<file path="config.mk">
export PLATFORM = sky130hd
export DESIGN_NAME = spi_cmd_decoder
export DESIGN_NICKNAME = d
export VERILOG_FILES = /design/src/rtl/spi_cmd_pkg.sv /design/src/rtl/spi_sample_fifo.sv /design/src/rtl/spi_cmd_decoder.sv
export SDC_FILE = /design/constraint.sdc
export NUM_CORES = 1
export LEC_CHECK = 0
export CORE_MARGIN = 2
export CORE_UTILIZATION = 55
export DETAILED_ROUTE_END_ITERATION = 8
export PLACE_DENSITY = 0.78
export SYNTH_ARGS = -nofsm -noshare
export SYNTH_HDL_FRONTEND = slang
export SYNTH_SLANG_ARGS = --single-unit
</file>
<file path="constraint.sdc">
create_clock -name wclk -period 3.4 [get_ports wclk]
set_input_delay 0.68 -clock wclk [delete_from_list [all_inputs] [get_ports wclk]]
set_output_delay 0.68 -clock wclk [all_outputs]
set_load 0.05 [all_outputs]
</file>
<file path="src/rtl/spi_cmd_pkg.sv">
// spi_cmd_pkg
//   Shared definitions for the SPI command decoder: opcode values, header
//   field positions, FSM state encoding, the flag-clear address and small
//   header-field extraction helpers.
package spi_cmd_pkg;

  localparam int HDR_W = 16;

  localparam logic [1:0] OP_NOP  = 2'b00;
  localparam logic [1:0] OP_WR   = 2'b01;
  localparam logic [1:0] OP_RD   = 2'b10;
  localparam logic [1:0] OP_STRM = 2'b11;

  localparam int HDR_OP_MSB   = 15;
  localparam int HDR_OP_LSB   = 14;
  localparam int HDR_ADDR_MSB = 13;
  localparam int HDR_ADDR_LSB = 8;
  localparam int HDR_LEN_MSB  = 7;
  localparam int HDR_LEN_LSB  = 0;

  localparam logic [5:0] ADDR_CLR = 6'd63;

  // The state code is also reported in bits [13:12] of the status word.
  typedef enum logic [1:0] {
    ST_IDLE = 2'd0,
    ST_WR   = 2'd1,
    ST_RD   = 2'd2,
    ST_STRM = 2'd3
  } state_t;

  function automatic logic [1:0] hdr_opcode(input logic [HDR_W-1:0] w);
    return w[HDR_OP_MSB:HDR_OP_LSB];
  endfunction

  function automatic logic [5:0] hdr_addr(input logic [HDR_W-1:0] w);
    return w[HDR_ADDR_MSB:HDR_ADDR_LSB];
  endfunction

  function automatic logic [7:0] hdr_len(input logic [HDR_W-1:0] w);
    return w[HDR_LEN_MSB:HDR_LEN_LSB];
  endfunction

endpackage

</file>
<file path="src/rtl/spi_sample_fifo.sv">
// spi_sample_fifo
//   Synchronous FIFO for ECG samples. A push while full is accepted only if a
//   pop happens in the same cycle.
//   Ports: wclk, rst_n (async, active-low), push/wdata, pop/rdata (head),
//          full, empty, level (occupancy).
module spi_sample_fifo #(
  parameter int DW    = 16,
  parameter int DEPTH = 16,
  parameter int LW    = $clog2(DEPTH + 1)
) (
  input  logic          wclk,
  input  logic          rst_n,
  input  logic          push,
  input  logic [DW-1:0] wdata,
  input  logic          pop,
  output logic [DW-1:0] rdata,
  output logic          full,
  output logic          empty,
  output logic [LW-1:0] level
);

  localparam int AW = (DEPTH > 1) ? $clog2(DEPTH) : 1;

  logic [DW-1:0] mem [DEPTH];
  logic [AW-1:0] wr_ptr;
  logic [AW-1:0] rd_ptr;
  logic [LW-1:0] count;
  logic          do_push;
  logic          do_pop;

  assign full    = (count == LW'(DEPTH));
  assign empty   = (count == '0);
  assign level   = count;
  assign rdata   = mem[rd_ptr];
  assign do_pop  = pop && !empty;
  assign do_push = push && (!full || do_pop);

  // Pointers wrap naturally because DEPTH is a power of two.
  always_ff @(posedge wclk or negedge rst_n) begin
    if (!rst_n) begin
      wr_ptr <= '0;
      rd_ptr <= '0;
      count  <= '0;
    end else begin
      if (do_push) wr_ptr <= wr_ptr + AW'(1);
      if (do_pop)  rd_ptr <= rd_ptr + AW'(1);
      if (do_push && !do_pop)      count <= count + LW'(1);
      else if (do_pop && !do_push) count <= count - LW'(1);
    end
  end

  always_ff @(posedge wclk) begin
    if (do_push) mem[wr_ptr] <= wdata;
  end

endmodule

</file>
<file path="src/rtl/spi_cmd_decoder.sv">
// spi_cmd_decoder
//   Parses SPI words into config-register writes, reads, or sample streams.
//   Ports: wclk, rst_n (async, active-low), cs_n (high aborts), rx_vld/rx_word
//          from the SPI slave, tx_word back to it, cfg_regs (flattened
//          register file), cfg_wr (per-register write pulse), smp_data/smp_vld/
//          smp_rdy (sample FIFO head), fifo_level, ovf_flag, err_flag (sticky).
module spi_cmd_decoder
  import spi_cmd_pkg::*;
#(
  parameter int  SPI_DW     = 16,
  parameter int  NREG       = 8,
  parameter int  FIFO_DEPTH = 16,
  localparam int LVL_W      = $clog2(FIFO_DEPTH + 1)
) (
  input  logic                   wclk,
  input  logic                   rst_n,
  input  logic                   cs_n,
  input  logic                   rx_vld,
  input  logic [SPI_DW-1:0]      rx_word,
  output logic [SPI_DW-1:0]      tx_word,
  output logic [NREG*SPI_DW-1:0] cfg_regs,
  output logic [NREG-1:0]        cfg_wr,
  output logic [SPI_DW-1:0]      smp_data,
  output logic                   smp_vld,
  input  logic                   smp_rdy,
  output logic [LVL_W-1:0]       fifo_level,
  output logic                   ovf_flag,
  output logic                   err_flag
);

  localparam int RA      = (NREG > 1) ? $clog2(NREG) : 1;
  localparam bit HAS_CLR = (NREG < 64);

  state_t              state_q, state_d;
  logic [RA-1:0]       ptr_q, ptr_d;
  logic [7:0]          cnt_q, cnt_d;
  logic                extra_q, extra_d;
  logic                bad_q, bad_d;
  logic                clr_q, clr_d;
  logic [SPI_DW-1:0]   rd_q, rd_d;
  logic [SPI_DW-1:0]   regs [NREG];
  logic [NREG-1:0]     cfg_wr_q;
  logic                ovf_q, err_q;

  logic                reg_we, set_err, clr_flags, fifo_push;
  logic                fifo_pop, fifo_full, fifo_empty, drop;
  logic [5:0]          h_addr;
  logic [RA-1:0]       h_idx;
  logic                h_in_range, h_is_clr;
  logic [HDR_W-1:0]    status_word;

  assign h_addr     = hdr_addr(rx_word[HDR_W-1:0]);
  assign h_idx      = h_addr[RA-1:0];
  assign h_in_range = (int'(h_addr) < NREG);
  assign h_is_clr   = HAS_CLR && (h_addr == ADDR_CLR);

  assign fifo_pop = smp_rdy && !fifo_empty;
  assign drop     = fifo_push && fifo_full && !fifo_pop;

  assign status_word = {ovf_q, err_q, 2'(state_q), 12'(fifo_level)};
  // In RD the pre-fetched register is presented; otherwise live status.
  assign tx_word     = (state_q == ST_RD) ? rd_q : SPI_DW'(status_word);

  assign cfg_wr   = cfg_wr_q;
  assign smp_vld  = !fifo_empty;
  assign ovf_flag = ovf_q;
  assign err_flag = err_q;

  always_comb begin
    for (int i = 0; i < NREG; i++) cfg_regs[i*SPI_DW +: SPI_DW] = regs[i];
  end

  // RD runs one word longer than its length field (read latency), tracked
  // by extra_q so cnt stays 8 bits even at len = 255.
  always_comb begin
    state_d   = state_q;
    ptr_d     = ptr_q;
    cnt_d     = cnt_q;
    extra_d   = extra_q;
    bad_d     = bad_q;
    clr_d     = clr_q;
    rd_d      = rd_q;
    reg_we    = 1'b0;
    set_err   = 1'b0;
    clr_flags = 1'b0;
    fifo_push = 1'b0;

    if (cs_n) begin
      if (state_q != ST_IDLE) begin
        state_d = ST_IDLE;
        set_err = 1'b1;
      end
    end else if (rx_vld) begin
      case (state_q)
        ST_IDLE: begin
          ptr_d   = h_idx;
          cnt_d   = hdr_len(rx_word[HDR_W-1:0]);
          extra_d = 1'b1;
          bad_d   = !h_in_range;
          clr_d   = h_is_clr;
          case (hdr_opcode(rx_word[HDR_W-1:0]))
            OP_WR: begin
              state_d = ST_WR;
              set_err = !h_in_range && !h_is_clr;
            end
            OP_RD: begin
              state_d = ST_RD;
              set_err = !h_in_range;
              rd_d    = h_in_range ? regs[h_idx] : '0;
              ptr_d   = h_idx + RA'(1);
            end
            OP_STRM: state_d = ST_STRM;
            default: ;
          endcase
        end
        ST_WR: begin
          if (clr_q)       clr_flags = rx_word[0];
          else if (!bad_q) reg_we    = 1'b1;
          ptr_d = ptr_q + RA'(1);
          if (cnt_q == 8'd0) state_d = ST_IDLE;
          else               cnt_d   = cnt_q - 8'd1;
        end
        ST_RD: begin
          rd_d  = bad_q ? '0 : regs[ptr_q];
          ptr_d = ptr_q + RA'(1);
          if (cnt_q != 8'd0) cnt_d   = cnt_q - 8'd1;
          else if (extra_q)  extra_d = 1'b0;
          else               state_d = ST_IDLE;
        end
        ST_STRM: begin
          fifo_push = 1'b1;
          if (cnt_q == 8'd0) state_d = ST_IDLE;
          else               cnt_d   = cnt_q - 8'd1;
        end
        default: state_d = ST_IDLE;
      endcase
    end
  end

  always_ff @(posedge wclk or negedge rst_n) begin
    if (!rst_n) begin
      state_q <= ST_IDLE;
      ptr_q   <= '0;
      cnt_q   <= '0;
      extra_q <= 1'b0;
      bad_q   <= 1'b0;
      clr_q   <= 1'b0;
      rd_q    <= '0;
    end else begin
      state_q <= state_d;
      ptr_q   <= ptr_d;
      cnt_q   <= cnt_d;
      extra_q <= extra_d;
      bad_q   <= bad_d;
      clr_q   <= clr_d;
      rd_q    <= rd_d;
    end
  end

  always_ff @(posedge wclk or negedge rst_n) begin
    if (!rst_n) begin
      for (int i = 0; i < NREG; i++) regs[i] <= '0;
      cfg_wr_q <= '0;
      ovf_q    <= 1'b0;
      err_q    <= 1'b0;
    end else begin
      cfg_wr_q <= '0;
      if (reg_we) begin
        regs[ptr_q]     <= rx_word;
        cfg_wr_q[ptr_q] <= 1'b1;
      end
      if (clr_flags) begin
        ovf_q <= 1'b0;
        err_q <= 1'b0;
      end else begin
        if (set_err) err_q <= 1'b1;
        if (drop)    ovf_q <= 1'b1;
      end
    end
  end

  spi_sample_fifo #(
    .DW    (SPI_DW),
    .DEPTH (FIFO_DEPTH),
    .LW    (LVL_W)
  ) u_fifo (
    .wclk  (wclk),
    .rst_n (rst_n),
    .push  (fifo_push),
    .wdata (rx_word),
    .pop   (fifo_pop),
    .rdata (smp_data),
    .full  (fifo_full),
    .empty (fifo_empty),
    .level (fifo_level)
  );

endmodule

</file>
==> impl_metrics.csv, run 1 <==
group,metric,value,unit
synthesis,ys_seq_area_share,63.40,%
place,place_hpwl,31.39,mm
finish,nets,1379,
finish,area_delta_synth_final,21.98,%
synthesis,synth_cell_types,53,
synthesis,yosysWarnings,0,
worst_setup_path,path_max_fanout,25,
worst_setup_path,cpPeakStageDelay,0.55,ns
floorplan,start_util,55.87,%
timing,max_freq,303.1,MHz
synthesis,syn_area,19350,um2
worst_setup_path,slowest_stage,"mux4_2",
clocking,tritoncts,"built",
worst_setup_path,worstPathRequired,2.72,ns
place,dp_cells,1742,
finish,post-route-util,68.15,%
timing,rsz0062_at_grt,"false",
global_route,grt_overflow,0,
outcome,outcome,"finished clean",
finish,final_common_cell,"edfxtp_1",
clocking,cts_buffers,44,
floorplan,row_count,68,
timing,finClkSkew,0.02297,ns
timing,fin_crit_sh,97.04,%
pwr,powerDensity,885.1,nW/um2
clocking,clk_latency,0.55,ns
routing,wl_per_cell,27.07,um
finish,fin_cells,1822,
synthesis,yosys-top-cells-area,"edfxtp_1 (40%), dfrtp_1 (24%), mux4_2 (17%)",
synthesis,synth_flop_cell,"edfxtp_1",
pwr,vdd_ir_drop_max,0.8457,mV
routing,drc,0,
place,place_worst_setup_slack,0.02437,ns
timing,layout_setup_ws,0.1005,ns
synthesis,synth-seq-cells,439,
timing,setup_viol,0,
clocking,h-tree-depth,2,
clocking,postCtsSetupRepairBufs,0,
global_route,grt_pass1_wl,74.33,mm
global_route,use_met2,43.36,%
place,portBuffers,196,
floorplan,core_area,34630,um2
worst_setup_path,startpoint_type,"flop",
place,gp_congestion,0.8755,
timing,tightest_slew,1.093,ns
job,maxCapViolCount,0,
clocking,path_clk_slew,0.06,ns
global_route,antenna_found_initial,1,
synthesis,synth_top_cell_by_area,"edfxtp_1",
floorplan,die_x,191.6,um
routing,routed_wl,49.32,mm
synthesis,syn-num-nets,1138,
pwr,p_leak,0.008994,uW
routing,final_antenna_net_count,0,
global_route,grt_usage,27.50,%
worst_setup_path,path_cells,"buf_16, mux4_2, mux4_2, buf_4",
global_route,grt_max_degree,84,
global_route,top_usage_layer,"met2",
worst_setup_path,cp-end-kind,"output pin",
routing,first_pass_iters,5,
routing,drt_iter0_drc,999,
global_route,grt_pass1_vias,11770,
floorplan,io_pins,197,
synthesis,postSynth.asyncResetShare,41.69,%
synthesis,synth_top_area_share,39.73,%
worst_hold_path,hold_class,"in2async",
pwr,power.total,20890,uW
finish,drive_above_1_share,33.75,%
floorplan,die_area,36690,um2
clocking,holdBufCountCts,0,
synthesis,synth-edff-count,256,
timing,slew_viol_final,0,
finish,final_cell_mix,"edfxtp_1 (256), dfrtp_1 (179), clkdlybuf4s50_1 (160), mux4_2 (144), mux2_2 (133)",
clocking,cts_root_buf,"clkbuf_16",
synthesis,synth_area_per_cell,17.70,um2
timing,hold_viol,0,
timing,fin_crit,3.299,ns
clocking,cts_buffer_depth,3,
synthesis,syn_inst,1093,
worst_setup_path,crit_type,"reg2out",
routing,vias,11370,
clocking,cts_num_sinks,439,
worst_setup_path,cp.arrival,2.62,ns
global_route,use_met1,39.19,%
worst_setup_path,cp_common_cell,"mux4_2",
global_route,use_met3,6.205,%
timing,tns,0,ns
floorplan,die_h,191.6,um
timing,relSlewSlack,26.90,%
routing,via_per_inst,6.241,
state kept, by name, summed over array words and instances (netlist names), 2 cells and up:
name           cells
u_fifo.mem       256
cfg_regs         128
rd_q              16
cfg_wr             8
cnt_q              8
u_fifo.level       5
u_fifo.rd_ptr      4
u_fifo.wr_ptr      4
ptr_q              3
state_q            2
cells by family (layout without fill, tap and decap cells):
logic type | count (synthesis) | after routing | share of synthesized area [%]
DFF | 439 | 439 | 63.40
muxes | 310 | 310 | 26.21
and+or+nand+nor | 128 | 128 | 3.531
AOI/OAI and AO/OA | 94 | 94 | 2.839
buffers and inverters | 86 | 359 | 1.882
adders and majority gates | 24 | 24 | 1.591
xor gates and xnor gates | 12 | 12 | 0.5432
other | 0 | 1 | 0
worst max-delay path: cells and delay by family (launching register included):
family   cells  cell delay, ns
buf+inv      2            0.46
mux          2            1.10
flops        1            0.50
layer usage:
metal	wire length [um]	up-vias
li1	-	4802
met1	19550	5965
met2	24040	525
met3	4558	79
met4	1173	0
met5	0	-
worst paths after layout:
path | cells after the start | slack, ns | from | end
hold reg to reg | 2 | 0.49 | rd_q[5] | rd_q[5]
setup reg to reg | 12 | 0.24 | u_fifo.level[0] | u_fifo.level[4]
max in group asynchronous | 2 | 2.39 | rst_n | cfg_regs[124]
min in group wclk | 2 | 0.49 | rd_q[5] | rd_q[5]
hold / removal | 1 | 0.18 | rst_n | cfg_regs[91]
setup / recovery | 4 | 0.10 | u_fifo.rd_ptr[0] | smp_data[7]
area by class of cell:
| cell class | instances | area [um2] |
|---|---|---|
| flip-flops and latches | 439 | 12270 |
| fillers | 2255 | 11030 |
| multi-input cells | 568 | 6748 |
| clock buffers | 60 | 1222 |
| clock inverters | 18 | 150.1 |
| inverters | 18 | 67.56 |
| repair buffers | 263 | 2565 |
| well taps | 455 | 569.3 |
| diodes | 1 | 2.502 |
metrics by stage:
step | hold slack [ns] | instance area [um2]
2_1_floorplan | 0.3844 | 19350
3_3_place_gp | 0.4663 | 22190
3_5_place_dp | 0.4798 | 22190
4_1_cts | 0.1979 | 23560
5_1_grt | 0.2198 | 23600
6_report | 0.1808 | 23600
cell usage after synthesis (all sizes together), types with 11 or more instances:
| library cell | n |
|---|---|
| edfxtp | 256 |
| dfrtp | 183 |
| mux4 | 144 |
| mux2 | 133 |
| o21ai | 41 |
| buf | 35 |
| clkbuf | 33 |
| mux2i | 33 |
| a21oi | 31 |
| nand2 | 28 |
| nor2 | 28 |
| ha | 23 |
| and2 | 20 |
| inv | 18 |
| xnor2 | 11 |
power by group:
| group | internal [uW] | total, uW | switching, uW | leakage (uW) |
|---|---|---|---|---|
| Sequential | 6360 | 7370 | 1000 | 0.00475 |
| Combinational | 3750 | 8880 | 5130 | 0.00357 |
| Clock | 2610 | 4640 | 2030 | 0.000675 |
| Total | 12700 | 20900 | 8170 | 0.00899 |
what timing repair did:
action,CTS,global route
resized for setup,0,2
endpoints found under the setup margin,0,10
endpoints found under the hold margin,0,0
Note: power is estimated with default switching activity, not from simulation.
==> run 2, diff against run 1 <==
CAP_MARGIN = 20   (was not set)
CTS_CLUSTER_SIZE = 28   (was not set)
==> results of run 2 <==
No change in the layout: final DEF, timing and power equal those of run 1.
